## src/rtl/exc_ctrl_pkg.sv

```systemverilog
// exc_ctrl_pkg: shared exception bit indices, FSM states and defaults for exc_ctrl
package exc_ctrl_pkg;

    localparam logic [31:0] EXC_VEC_DEF = 32'hBFC0_0380;

    // exc_eret_type one-hot positions {int,adel,ades,sys,bp,ri,ov,eret}
    localparam logic [2:0] T_ERET = 3'd0;
    localparam logic [2:0] T_OV   = 3'd1;
    localparam logic [2:0] T_RI   = 3'd2;
    localparam logic [2:0] T_BP   = 3'd3;
    localparam logic [2:0] T_SYS  = 3'd4;
    localparam logic [2:0] T_ADES = 3'd5;
    localparam logic [2:0] T_ADEL = 3'd6;
    localparam logic [2:0] T_INT  = 3'd7;

    // wb_exc positions {adel_if,ri,ov,sys,bp,adel_d,ades}
    localparam int E_ADES    = 0;
    localparam int E_ADEL_D  = 1;
    localparam int E_BP      = 2;
    localparam int E_SYS     = 3;
    localparam int E_OV      = 4;
    localparam int E_RI      = 5;
    localparam int E_ADEL_IF = 6;

    typedef enum logic [1:0] {
        S_IDLE     = 2'd0,
        S_SIGNAL   = 2'd1,
        S_REDIRECT = 2'd2
    } state_e;

    typedef enum logic [1:0] {
        BA_NONE  = 2'd0,
        BA_PC    = 2'd1,
        BA_DADDR = 2'd2
    } ba_sel_e;

endpackage

```

## src/rtl/exc_prio_enc.sv

```systemverilog
// exc_prio_enc: picks the highest-priority commit event as a one-hot type plus bad-address source
module exc_prio_enc
    import exc_ctrl_pkg::*;
(
    input  logic       int_happen,
    input  logic [6:0] wb_exc,
    input  logic       wb_eret,
    output logic [7:0] exc_type,
    output ba_sel_e    ba_sel
);

    logic [2:0] idx;

    // Priority: int > adel_if > ri > ov > sys > bp > adel_d > ades > eret; zero type when nothing pending
    always_comb begin
        idx = int_happen        ? T_INT  :
              wb_exc[E_ADEL_IF] ? T_ADEL :
              wb_exc[E_RI]      ? T_RI   :
              wb_exc[E_OV]      ? T_OV   :
              wb_exc[E_SYS]     ? T_SYS  :
              wb_exc[E_BP]      ? T_BP   :
              wb_exc[E_ADEL_D]  ? T_ADEL :
              wb_exc[E_ADES]    ? T_ADES : T_ERET;
        exc_type = (int_happen | (|wb_exc) | wb_eret) ? 8'b1 << idx : 8'b0;
        ba_sel = int_happen                                                  ? BA_NONE  :
                 wb_exc[E_ADEL_IF]                                           ? BA_PC    :
                 (wb_exc[E_RI] | wb_exc[E_OV] | wb_exc[E_SYS] | wb_exc[E_BP]) ? BA_NONE  :
                 (wb_exc[E_ADEL_D] | wb_exc[E_ADES])                         ? BA_DADDR : BA_NONE;
    end

endmodule

```

## src/rtl/exc_ctrl.sv

```systemverilog
// exc_ctrl: commit-point exception/ERET controller driving CP0, flush and fetch redirect (optional counter: EXC_PERF_CNT_EN)
module exc_ctrl
    import exc_ctrl_pkg::*;
#(
    parameter logic [31:0] EXC_VEC = EXC_VEC_DEF,
    parameter int          PC_W    = 32
) (
    input  logic            clk,
    input  logic            rst,
    input  logic            wb_valid,
    input  logic [PC_W-1:0] wb_pc,
    input  logic            wb_is_slot,
    input  logic [6:0]      wb_exc,
    input  logic            wb_eret,
    input  logic [PC_W-1:0] wb_daddr,
    input  logic            int_happen,
    input  logic [PC_W-1:0] cp0_epc,
    output logic            wb_kill,
    output logic [7:0]      exc_eret_type,
    output logic [PC_W-1:0] cp0_pc,
    output logic            cp0_is_slot,
    output logic [PC_W-1:0] cp0_bad_vaddr,
    output logic            flush,
    output logic            stall,
    output logic            redirect_valid,
    output logic [PC_W-1:0] redirect_pc,
    input  logic            redirect_ready,
    output logic [31:0]     exc_count
);

    state_e          state_q, state_d;
    logic [7:0]      enc_type, type_q;
    ba_sel_e         enc_ba;
    logic [PC_W-1:0] pc_q, bad_q, rpc_q;
    logic            slot_q, ev;

    exc_prio_enc u_enc (
        .int_happen (int_happen),
        .wb_exc     (wb_exc),
        .wb_eret    (wb_eret),
        .exc_type   (enc_type),
        .ba_sel     (enc_ba)
    );

    assign ev = (state_q == S_IDLE) & wb_valid & (|enc_type);

    // State register
    always_ff @(posedge clk or negedge rst) begin
        if (!rst) state_q <= S_IDLE;
        else      state_q <= state_d;
    end

    // Next state and state-qualified outputs; CP0 fields only visible during SIGNAL
    always_comb begin
        state_d = state_q == S_IDLE   ? (ev ? S_SIGNAL : S_IDLE) :
                  state_q == S_SIGNAL ? S_REDIRECT :
                  redirect_ready      ? S_IDLE : S_REDIRECT;
        wb_kill        = ev;
        exc_eret_type  = state_q == S_SIGNAL ? type_q : 8'b0;
        cp0_pc         = state_q == S_SIGNAL ? pc_q   : '0;
        cp0_is_slot    = state_q == S_SIGNAL & slot_q;
        cp0_bad_vaddr  = state_q == S_SIGNAL ? bad_q  : '0;
        flush          = state_q == S_SIGNAL;
        stall          = state_q != S_IDLE;
        redirect_valid = state_q == S_REDIRECT;
        redirect_pc    = state_q == S_REDIRECT ? rpc_q : '0;
    end

    // Capture the winning event at commit; EPC is sampled on the way into REDIRECT
    always_ff @(posedge clk or negedge rst) begin
        if (!rst) begin
            type_q <= '0;
            pc_q   <= '0;
            slot_q <= 1'b0;
            bad_q  <= '0;
            rpc_q  <= '0;
        end else begin
            if (ev) begin
                type_q <= enc_type;
                pc_q   <= wb_pc;
                slot_q <= wb_is_slot;
                bad_q  <= enc_ba == BA_PC ? wb_pc : enc_ba == BA_DADDR ? wb_daddr : '0;
            end
            if (state_q == S_SIGNAL) rpc_q <= type_q[T_ERET] ? cp0_epc : EXC_VEC[PC_W-1:0];
        end
    end

`ifdef EXC_PERF_CNT_EN
    logic [31:0] cnt_q;

    // Count taken exceptions (not ERETs), once per SIGNAL cycle
    always_ff @(posedge clk or negedge rst) begin
        if (!rst)                                       cnt_q <= '0;
        else if (state_q == S_SIGNAL && !type_q[T_ERET]) cnt_q <= cnt_q + 32'd1;
    end

    assign exc_count = cnt_q;
`else
    assign exc_count = '0;
`endif

endmodule

```

## config.mk

```make
export PLATFORM = sky130hd
export DESIGN_NAME = exc_ctrl
export DESIGN_NICKNAME = d
export VERILOG_FILES = /design/src/rtl/exc_ctrl_pkg.sv /design/src/rtl/exc_prio_enc.sv /design/src/rtl/exc_ctrl.sv
export SDC_FILE = /design/constraint.sdc
export NUM_CORES = 1
export LEC_CHECK = 0
export BUFFER_PORTS_ARGS = -buffer_cell sky130_fd_sc_hd__buf_4
export CAP_MARGIN = 20
export CORE_MARGIN = 3
export CORE_UTILIZATION = 43
export DETAILED_ROUTE_END_ITERATION = 8
export PLACE_DENSITY = 0.88
export SYNTH_ARGS = -nofsm -noshare
export SYNTH_HDL_FRONTEND = slang
export SYNTH_HIERARCHICAL = 1
export SYNTH_SLANG_ARGS = --single-unit
```

## constraint.sdc

```tcl
create_clock -name clk -period 1.8 [get_ports clk]
set_input_delay 0.09 -clock clk [delete_from_list [all_inputs] [get_ports clk]]
set_output_delay 0.09 -clock clk [all_outputs]
set_load 0.02 [all_outputs]
```

* Word-level counts from Yosys, hierarchy flattened
Index checks and enable logic that the tools add are counted.
** Word-level totals
- Register bits :: 107
- Latch bits :: 0
- Memory bits (writable) :: 0
- Bits in read-only memories :: 0
- Bits of input ports :: 110
- Output and inout port bits :: 141
- Logic and storage cells :: 48
- Memories :: 0
** Cells by class
- $add $sub $neg :: 0
- $mul :: 0
- Divide/modulo/power cells :: 0
- Magnitude comparators :: 0
- Equal/unequal tests :: 4
- Shifts and indexed selects :: 1
- Mux-type cells :: 24
- Bitwise gates (word level) :: 9
- Reductions and logical operators :: 4
** Operators with widths (count)
- $mux W32 :: 6
- $mux W3 :: 8
- $mux W8 :: 2
- $mux W2 :: 7
- $reduce_or A8 Y1 :: 1
- $shl A1 B3 Y8 const A :: 1
- $reduce_or A7 Y1 :: 1
- $or A1 B1 Y1 :: 6
- $eq A2 B1 Y1 const B :: 2
- $eq A2 B2 Y1 const B :: 2
- $and A1 B1 Y1 :: 3
- $logic_not A2 Y1 :: 1
- $reduce_bool A2 Y1 :: 1
- $mux W1 :: 1

* Logic depth before layout (Yosys ltp)
- Depth in word-level cells :: 14
- Gate-level depth with buffers :: 9
- Depth with buffers taken out :: 6

* By module
The synthesis kept the hierarchy.
** Modules (own cells, without submodules)
- exc_ctrl :: instances 1, cells each 496, area an instance 5373.9 um2, seq. area each 2677.6 um2
- exc_prio_enc :: instances 1, cells each 33, area an instance 280.3 um2, seq. area each 0.0 um2

* Least setup slack after synthesis
No wires, ideal clock.
- Kind :: input to register
- From :: in wb_exc[4]
- To :: reg pc_q[11]
- Setup time :: 127 ps
- Data arrival time :: 2090 ps
- Data required time :: 1673 ps
- Slack :: -417 ps
- Cell stages on the path :: 8
- Path buffers :: 3
- Cells stage by stage :: buf_2 -> o41ai_4 -> and4b_1 -> or4_1 -> o211ai_2 -> buf_6 -> buf_6 -> mux2_1
** On the way
- Cells in the longest elaborated chain, start to end :: 8
- Elaborated cells between the ends (all ways) :: 11
- Classes of those cells :: shift (1); mux (5); bitwise (3); reduce/logical (2)
** RTL lines
- from (decl) :: line exc_ctrl.sv:13 : input logic [6:0] wb_exc,
- $mux W3 :: line exc_prio_enc.sv:19 : wb_exc[E_OV] ? T_OV :
- $mux W3 :: line exc_prio_enc.sv:18 : wb_exc[E_RI] ? T_RI :
- $mux W3 :: line exc_prio_enc.sv:17 : wb_exc[E_ADEL_IF] ? T_ADEL :
- $mux W3 :: line exc_prio_enc.sv:16 : idx = int_happen ? T_INT :
- $shl A1 B3 Y8 :: line exc_prio_enc.sv:24 : exc_type = (int_happen | (|wb_exc) | wb_eret) ? 8'b1 << idx : 8'b0;
- $mux W8 (*) :: line exc_prio_enc.sv:24
- net enc_type[2] :: line exc_ctrl.sv:32 : logic [7:0] enc_type, type_q;
- $reduce_or A8 Y1 (*) :: line exc_ctrl.sv:45 : assign ev = (state_q == S_IDLE) & wb_valid & (|enc_type);
- $and A1 B1 Y1 (*) :: line exc_ctrl.sv:45
- to (signal assigned) :: line exc_ctrl.sv:80 : pc_q <= wb_pc;
- to (decl) :: line exc_ctrl.sv:34 : logic [PC_W-1:0] pc_q, bad_q, rpc_q;
The timed path passes the listed nets; every way through them passes the cells marked *.
A chain may end at the register's enable or synchronous reset.

* Worst setup path after layout
- From :: in wb_exc[2]
- To :: reg pc_q[29]
** On the way
- Cells in the longest elaborated chain, start to end :: 10
- Elaborated cells between the ends (all ways) :: 13
- Classes of those cells :: shift (1); mux (7); bitwise (3); reduce/logical (2)
** RTL lines
- $mux W3 :: line exc_prio_enc.sv:21 : wb_exc[E_BP] ? T_BP :
- $mux W3 :: line exc_prio_enc.sv:20 : wb_exc[E_SYS] ? T_SYS :
- $mux W3 :: line exc_prio_enc.sv:19
- $mux W3 :: line exc_prio_enc.sv:18
- $mux W3 :: line exc_prio_enc.sv:17
- $mux W3 :: line exc_prio_enc.sv:16
- $shl A1 B3 Y8 :: line exc_prio_enc.sv:24
- $mux W8 (*) :: line exc_prio_enc.sv:24
- net enc_type[2] :: line exc_ctrl.sv:32
- $reduce_or A8 Y1 (*) :: line exc_ctrl.sv:45
- $and A1 B1 Y1 (*) :: line exc_ctrl.sv:45
Marked as above.

==> flow_summary_export.csv <==
group,metric,value,unit
placed_design,portBuffers,218,
status,status,"finished with violations",
clock_tree,cts_tree,"built",
routing,drc,0,
synthesis,syn_area_per_cell,10.7,um^2
grt,grt_util_met1,27.2,%
synthesis,synth_xor_area_share,0,%
routing,drt_wl_total,17.8,mm
sta,hold_viol,0,
grt,grt_max_degree,53,
synthesis,async_reset_ff_share,100,%
die,fp-row-count,41,
sta,fmax,476,MHz
critical_path,arrival,2.33,ns
power,peakVddDrop,0.660,mV
sta,timing.hold.ws,0.0148,ns
routing,postRouteAntennaNets,0,
placed_design,dp.cells,905,
synthesis,synth_cell_types,40,
sta,slew_violations,0,
synthesis,yosysWarnings,6,
clock_tree,cts.clk_slew.worst_paths,0.07,ns
grt,grt-ovfl-total,0,
sta,setup_slack,-0.299,ns
worst_hold_path,hp-start,"cp0_epc[22]",
synthesis,synth_top_family_by_area,"simple AND/OR/NAND/NOR gates",
clock_tree,insertion_delay,0.35,ns
routing,drt-initial-drc-count,243,
die,fp.dieArea,14600,um^2
critical_path,cp-end-kind,"register",
synthesis,synth-simple-area-share,20.0,%
clock_tree,clock-sinks,107,
critical_path,r2r-end,"pc_q[17]",
synthesis,ys_seq_area_share,47.4,%
grt,grt_pass1_vias,5191,
worst_hold_path,min_path_cells,3,
placed_design,gp_congestion,0.899,
power,total_power,9630,uW
placed_design,dpl.hpwl,10.6,mm
grt,grt_pass1_wl,27.3,mm
finish,nNetsFinal,929,
synthesis,synth-edff-count,0,
critical_path,required,2.03,ns
sta,rsz0062_at_grt,"true",
synthesis,mappedNetlistArea,5650,um^2
status,violations,"setup timing",
critical_path,ff2ff_setup_slack,0.08,ns
die,core-area,12700,um^2
sta,clock_skew,0.00496,ns
grt,antenna_found_initial,1,
finish,area_growth,55.7,%
clock_tree,cts_buffer_depth,2,
critical_path,worstSetupPathType,"in -> reg",
die,start_util,44.4,%
finish,layout-drive-gt1-share,40.3,%
finish,layout.cells.non_filler,997,
synthesis,synthAdderAreaFrac,0,%
critical_path,regToRegStartpoint,"state_q[0]",
worst_hold_path,hold_path.class,"in -> reg",
routing,first_pass_iters,4,
synthesis,netlist_top_cells_area,"dfrtp_1 47%, and2_1 12%, mux2_1 11%",
worst_hold_path,hold-path-endpoint,"rpc_q[22]",
synthesis,synth_cells,529,
critical_path,start_kind,"input pin",
die,die_h,121,um
sta,fin_crit,2.10,ns
grt,use_met2,40.7,%
routing,viasPerCell,5.02,
synthesis,synth_top_area_share,47.4,%
run,max_cap_viol_count,0,
routing,via_count,5009,
sta,finalSetupViolCount,74,
placed_design,dp_slack,-0.711,ns
critical_path,reg2reg_depth,6,
die,die_w,121,um
critical_path,path_max_fanout,7,
synthesis,synth_most_common_cell,"dfrtp_1",
synthesis,synth_commonest_cells,"107 x dfrtp_1, 105 x and2_1, 53 x mux2_1",
synthesis,yosys.area.top_type,"dfrtp_1",
synthesis,synth.area.mux_share,14.5,%
synthesis,synth_compound_area_share,8.72,%
synthesis,synthFlopType,"dfrtp_1",
grt,top_usage_layer,"met2",
sta,period_share,117,%
power,leakage,0.00454,uW
clock_tree,numCtsBuffers,9,
grt,grt_util_met3,7.67,%
power,p_per_area,1090,nW/um^2
clock_tree,h-tree-depth,3,
routing,wl_per_cell,17.9,um
grt,grt_use_total,23.8,%
clock_tree,cts_root_buf,"clkbuf_16",
synthesis,ys_ff_latch,107,
die,io_pins,251,
-- worst max-delay path, cell delays in order --
cell and delay, ns:
buf_6 0.09, nor2b_4 0.12, o41ai_4 0.40, and4b_1 0.26
or4_4 0.43, o211ai_4 0.18, buf_6 0.15, buf_12 0.12
buf_6 0.14, mux2_2 0.33
-- how the worst max path moves through the flow --
| stage | startpoint | endpoint | slack [ns] | depth (start not counted) |
|---|---|---|---|---|
| finish | wb_exc[2] | pc_q[29] | -0.30 | 10 |
| global route | wb_exc[2] | wb_kill | -0.37 | 10 |
| global placement | wb_exc[2] | pc_q[20] | -0.68 | 8 |
| floorplan | wb_exc[4] | pc_q[11] | -0.38 | 8 |
| CTS | wb_exc[2] | wb_kill | -0.39 | 10 |
| detailed placement | wb_exc[2] | pc_q[5] | -0.71 | 8 |
-- final cells by class --
type | count | area (um^2)
Fill cell | 846 | 3920
Timing Repair Buffer | 320 | 2800
Multi-Input combinational cell | 363 | 2700
Sequential cell | 107 | 2680
Clock buffer | 10 | 239
Tap cell | 172 | 215
Clock inverter | 6 | 96.3
Inverter | 18 | 72.6
Antenna cell | 1 | 2.50
-- through the flow --
step | setup TNS, ns | utilization [%] | cell area (um^2)
after floorplan | -25.27 | - | 5840
after global placement | -47.69 | 59.3 | 7540
after detailed placement | -49.42 | 59.3 | 7540
after CTS | -24.40 | 68.4 | 8700
after global routing | -22.19 | 69.2 | 8800
final | -17.25 | 69.2 | 8800
-- placed cells by master, fill, tap and decap left out, drive strengths merged, types with 20 or more instances in the layout --
cell type,count
dfrtp,107
mux2,73
nand3,21
a22o,32
nand2,40
dlygate4sd3,62
and2,105
buf,256
conb,32
inv,20
-- registers in the layout (all words and copies together) (netlist names) --
register  flops
bad_q        32
pc_q         32
slot_q        1
rpc_q        32
state_q       2
type_q        8
-- metal layers --
metal  part of all wire, %  up-vias
li1                      -     2298
met1                    39     2393
met2                    48      270
met3                   9.3       48
met4                   3.4        0
met5                     0        -
-- cell families (layout without fill, tap and decap cells) --
kind of cell,after synthesis,count (layout)
and+or+nand+nor,200,200
DFF,107,107
buffers and inverters,90,354
AOI/OAI and AO/OA,58,58
muxes,73,73
other,1,33
-- power breakdown --
group	switching (uW)	internal (uW)
Sequential	422	3160
Combinational	1860	1980
Clock	926	1280
-- what timing repair did --
item,4_1_cts,5_1_grt
hold buffers,61,1
cloned,4,2
endpoints found under the setup margin,77,148
resized for setup,18,10
pin swaps,3,3
endpoints found under the hold margin,86,1
setup buffers,7,0
Power figures use the tool's default switching activity.
